`src/rtl/pc_sequencer.sv`:
```
// Fetch/branch sequencer: latches each instruction, computes the next PC and strobes en_pc once per instruction.
// Latency: 4 cycles per instruction minimum, plus one cycle for each FETCH cycle with mem_ready low.
// Backpressure: the sequencer stalls in FETCH until mem_ready is high; there is no other flow control.
module pc_sequencer #(
   parameter int              PC_W      = 16,
   parameter logic [3:0]      UC_COND   = 4'hE,
   parameter logic [PC_W-1:0] HALT_WORD = {PC_W{1'b1}}
) (
   input  logic            clk,
   input  logic            reset,
   input  logic [PC_W-1:0] pc_current,
   input  logic [PC_W-1:0] instr,
   input  logic            mem_ready,
   input  logic            flag_z,
   input  logic            flag_c,
   input  logic            flag_n,
   input  logic [PC_W-1:0] rtarget,
   output logic [PC_W-1:0] in_pc,
   output logic            en_pc,
   output logic [PC_W-1:0] ir,
   output logic            exec_en,
   output logic            halted
);

   typedef enum logic [2:0] {
      ST_FETCH  = 3'd0,
      ST_DECODE = 3'd1,
      ST_EXEC   = 3'd2,
      ST_UPDATE = 3'd3,
      ST_HALT   = 3'd4
   } state_t;

   localparam logic [PC_W-1:0] PC_ONE = {{(PC_W-1){1'b0}}, 1'b1};

   state_t          state_q;
   state_t          state_d;
   logic [PC_W-1:0] ir_q;
   logic [PC_W-1:0] ir_d;
   logic [PC_W-1:0] in_pc_q;
   logic [PC_W-1:0] in_pc_d;

   logic [3:0]      opcode;
   logic [3:0]      cond;
   logic [3:0]      subop;
   logic            is_bcond;
   logic            is_jcond;
   logic            taken;
   logic [PC_W-1:0] disp_ext;
   logic [PC_W-1:0] pc_inc;
   logic [PC_W-1:0] pc_rel;

   // Instruction field decode from the latched word, so fields are stable through EXEC.
   assign opcode   = ir_q[15:12];
   assign cond     = ir_q[11:8];
   assign subop    = ir_q[7:4];
   assign is_bcond = (opcode == 4'hC);
   assign is_jcond = (opcode == 4'h4) && (subop == 4'hC);
   assign disp_ext = {{(PC_W-8){ir_q[7]}}, ir_q[7:0]};
   assign pc_inc   = pc_current + PC_ONE;
   assign pc_rel   = pc_current + disp_ext;

   always_comb begin
      taken = 1'b0;
      if (cond == UC_COND) begin
         taken = 1'b1;
      end else begin
         case (cond)
            4'h0:    taken = flag_z;
            4'h1:    taken = ~flag_z;
            4'h2:    taken = flag_c;
            4'h3:    taken = ~flag_c;
            4'h4:    taken = flag_n;
            4'h5:    taken = ~flag_n;
            default: taken = 1'b0;
         endcase
      end
   end

   always_ff @(posedge clk or negedge reset) begin
      if (!reset) begin
         state_q <= ST_FETCH;
      end else begin
         state_q <= state_d;
      end
   end

   always_comb begin
      state_d = state_q;
      case (state_q)
         ST_FETCH:  if (mem_ready) state_d = ST_DECODE;
         ST_DECODE: state_d = (ir_q == HALT_WORD) ? ST_HALT : ST_EXEC;
         ST_EXEC:   state_d = ST_UPDATE;
         ST_UPDATE: state_d = ST_FETCH;
         ST_HALT:   state_d = ST_HALT;
         default:   state_d = ST_FETCH;
      endcase
   end

   always_comb begin
      en_pc   = 1'b0;
      exec_en = 1'b0;
      halted  = 1'b0;
      case (state_q)
         ST_EXEC:   exec_en = 1'b1;
         ST_UPDATE: en_pc   = 1'b1;
         ST_HALT:   halted  = 1'b1;
         default:   ;
      endcase
   end

   // in_pc is only recomputed in EXEC so the PC register sees a stable value during UPDATE.
   always_comb begin
      ir_d    = ir_q;
      in_pc_d = in_pc_q;
      if ((state_q == ST_FETCH) && mem_ready) begin
         ir_d = instr;
      end
      if (state_q == ST_EXEC) begin
         if (is_bcond && taken) begin
            in_pc_d = pc_rel;
         end else if (is_jcond && taken) begin
            in_pc_d = rtarget;
         end else begin
            in_pc_d = pc_inc;
         end
      end
   end

   always_ff @(posedge clk or negedge reset) begin
      if (!reset) begin
         ir_q    <= '0;
         in_pc_q <= '0;
      end else begin
         ir_q    <= ir_d;
         in_pc_q <= in_pc_d;
      end
   end

   assign in_pc = in_pc_q;
   assign ir    = ir_q;

endmodule
```
`config.mk`:
```
export PLATFORM = sky130hd
export DESIGN_NAME = pc_sequencer
export DESIGN_NICKNAME = d
export VERILOG_FILES = /design/src/rtl/pc_sequencer.sv
export SDC_FILE = /design/constraint.sdc
export NUM_CORES = 1
export LEC_CHECK = 0
export ABC_AREA = 1
export BUFFER_PORTS_ARGS = -buffer_cell sky130_fd_sc_hd__buf_4
export CAP_MARGIN = 20
export CORE_MARGIN = 2
export CORE_UTILIZATION = 53
export DETAILED_ROUTE_END_ITERATION = 7
export HOLD_SLACK_MARGIN = 0.05
export PLACE_DENSITY = 0.91
export SYNTH_ARGS = -nofsm -noshare
export SYNTH_HDL_FRONTEND = slang
export SYNTH_SLANG_ARGS = --single-unit
```
`constraint.sdc`:
```
create_clock -name clk -period 3.4 [get_ports clk]
set_input_delay 0.34 -clock clk [delete_from_list [all_inputs] [get_ports clk]]
set_output_delay 0.34 -clock clk [all_outputs]
set_load 0.02 [all_outputs]
```
==> metrics.yaml <==
totalPowerFinal_mw: 3.40
path_class: "reg2out"
hold_class: "in2reg"
wl_per_cell_um: 14.6
htree_levels: 2
ys.flop_type: "dfrtp_1"
place_hpwl_um: 7430
die_area_sq_um: 6830
yosysMostFrequentCell: "nand2_1"
dp_cells: 647
grt_pass1_vias: 3378
initial_utilization: 0.551
synth_common_cells: "nand2_1 (147), inv_1 (71), nand3_1 (62)"
fillers: 512
postCtsSetupBuffers: 0
core_area_sq_um: 5960
clock_latency_ns: 0.29
synth_seq_cells: 35
cp-endpoint: "exec_en"
grt_first_pass_wirelength_um: 15100
end_kind: "primary output"
syn_area_sq_um: 3280
synth_area_leaders: "dfrtp_1 (27%), nand2_1 (17%), nand3_1 (9.5%)"
pwr_density_cell_nw_per_um2: 837
seq_area_frac_synth: 0.267
ctsRootBufferMaster: "clkbuf_8"
gp_congestion: 0.919
synth.top_cell.area_share: 0.267
drv_cap: 0
yosysTopAreaCell: "dfrtp_1"
timing.fmax_mhz: 417
synth_warnings: 0
vias_per_cell: 5.43
drt_iter0_drc: 325
dr.pass1.iters: 5
pin_count: 89
antenna_found_initial: 0
fp.dieW_um: 82.7
drtAntennaViolNets: 0
overflow: 0
slew_viol_final: 0
cts_inserted_buffers: 5
antenna_cells: 0
drc: 0
grt_max_degree: 36
postSynthAreaPerCell_sq_um: 6.64
worst_pin_slew_ns: 0.893
synth_edf_count: 0
period_share: 0.705
status: "finished clean"
cp-start-kind: "flop"
hold_viol: 0
critPathLaunch: "state_q[2]"
ir_worst_vdd_uv: 570
num_rows: 28
r2r_start: "ir[0]"
grt_use_total: 0.289
drive_above_1_share: 0.229
die_h_um: 82.7
numPortBuffers: 88
cp_max_fo: 24
cts_buffer_depth: 2
wirelength_um: 9580
rsz0062_at_grt: "false"
yosysUniqueCellTypes: 34
cts_tree: "yes"
setup_viol: 0
synthArstFlopShare: 1.00
rrSetupSlack_ns: 1.20
relSlewSlack: 0.403
vias: 3560
tns_ns: 0
worstRegToRegCells: 13
areaGrowthSynthToFinish_pct: 23.7
synthCells: 494
min_period_ns: 2.40
clk_pin_slew_worst_paths_ns: 0.07
final_nets: 651
final_cells: 656
reg2reg_to: "in_pc[12]"
leakagePower_nw: 2.28
clock_skew_ns: 0.0109
ctsResizeCount: 0
whs_ns: 0.276
crit_required_ns: 3.06
cts.sinks: 35
crit_arrival_ns: 2.06
synth_fp_nets: 565
## where the power goes
part           switching [mW]  internal, mW  total, mW
clock                   0.154         0.144      0.297
sequential              0.237         0.619      0.856
combinational            1.40         0.845       2.24
## final cells by class
class / count / area (sq um) / area share
Multi-Input combinational cell: 375 / 2060 / 0.507
Sequential cell: 35 / 876 / 0.216
Timing Repair Buffer: 89 / 671 / 0.165
Inverter: 74 / 278 / 0.0685
Tap cell: 75 / 93.8 / 0.0231
Clock buffer: 7 / 76.3 / 0.0188
Clock inverter: 1 / 5.00 / 0.00123
## kinds of logic after synthesis
logic type / count (synthesis) / synth area share
AOI/OAI and AO/OA: 32 / 0.0618
xor gates and xnor gates: 14 / 0.0374
adders and majority gates: 17 / 0.0671
buffers and inverters: 84 / 0.106
DFF: 35 / 0.267
muxes: 11 / 0.0378
and+or+nand+nor: 301 / 0.423
## through the flow
| step | util | worst slack, ns | cell area (sq um) |
|---|---|---|---|
| 6_report | 0.681 | 1.00 | 4060 |
| 5_1_grt | 0.681 | 0.832 | 4060 |
| 4_1_cts | 0.681 | 1.03 | 4060 |
| 3_5_place_dp | 0.666 | 1.23 | 3970 |
| 3_3_place_gp | 0.666 | 1.25 | 3970 |
| 2_1_floorplan | - | 1.47 | 3280 |
## cells in the final DEF, fill, tap and decap left out, types with 2 or more instances in the layout
master / Yosys / final
a21oi_1: 17 / 17
o21ai_0: 2 / 2
nor2_1: 37 / 37
a21oi_2: 10 / 10
clkbuf_1: 3 / 2
nand3b_1: 11 / 11
inv_1: 71 / 71
mux2_2: 11 / 11
nand3_2: 4 / 4
dfrtp_1: 35 / 35
xor2_1: 9 / 9
or2_0: 2 / 2
clkbuf_8: 0 / 5
nand3_1: 62 / 62
and2_1: 2 / 2
nand4_1: 13 / 13
xnor2_1: 5 / 5
ha_1: 16 / 16
buf_4: 2 / 88
nor2_2: 2 / 2
inv_2: 3 / 3
nor3_1: 10 / 10
nand2_2: 5 / 5
nand2_4: 3 / 3
nand2_1: 147 / 147
## critical path, stage by stage (launching register included)
cell and delay (ns):
dfrtp_1 0.41, nor2_1 0.17, nand2_1 0.28, inv_1 0.65
buf_4 0.26
## metal layers
metal  vias to the layer above  part of all wire  GRT usage  routed length, um
met3                        29             0.089     0.0576                856
met2                       176              0.46      0.472               4440
li1                       1760                 -          -                  -
met5                         -                 0          0                  0
met1                      1595              0.42      0.376               3980
met4                         0             0.031      0.113                300
## registers in the layout (all words and copies together), names as in the netlist
register	flops
ir	16
state_q	3
in_pc	16
## worst min-delay path by stage
stage / startpoint / to / slack, ns / cells after the start
2_1_floorplan: reset / in_pc[0] / 0.04 / 0
3_3_place_gp: reset / in_pc[4] / 0.31 / 1
3_5_place_dp: reset / in_pc[3] / 0.32 / 1
4_1_cts: mem_ready / state_q[0] / 0.28 / 3
5_1_grt: instr[7] / ir[7] / 0.28 / 2
6_report: mem_ready / state_q[0] / 0.28 / 3
## what timing repair did
action | CTS | global route
hold buffers | 1 | 0
hold endpoints to repair | 35 | 0
setup endpoints to repair | 0 | 0
Note: power is estimated with default switching activity, not from simulation.
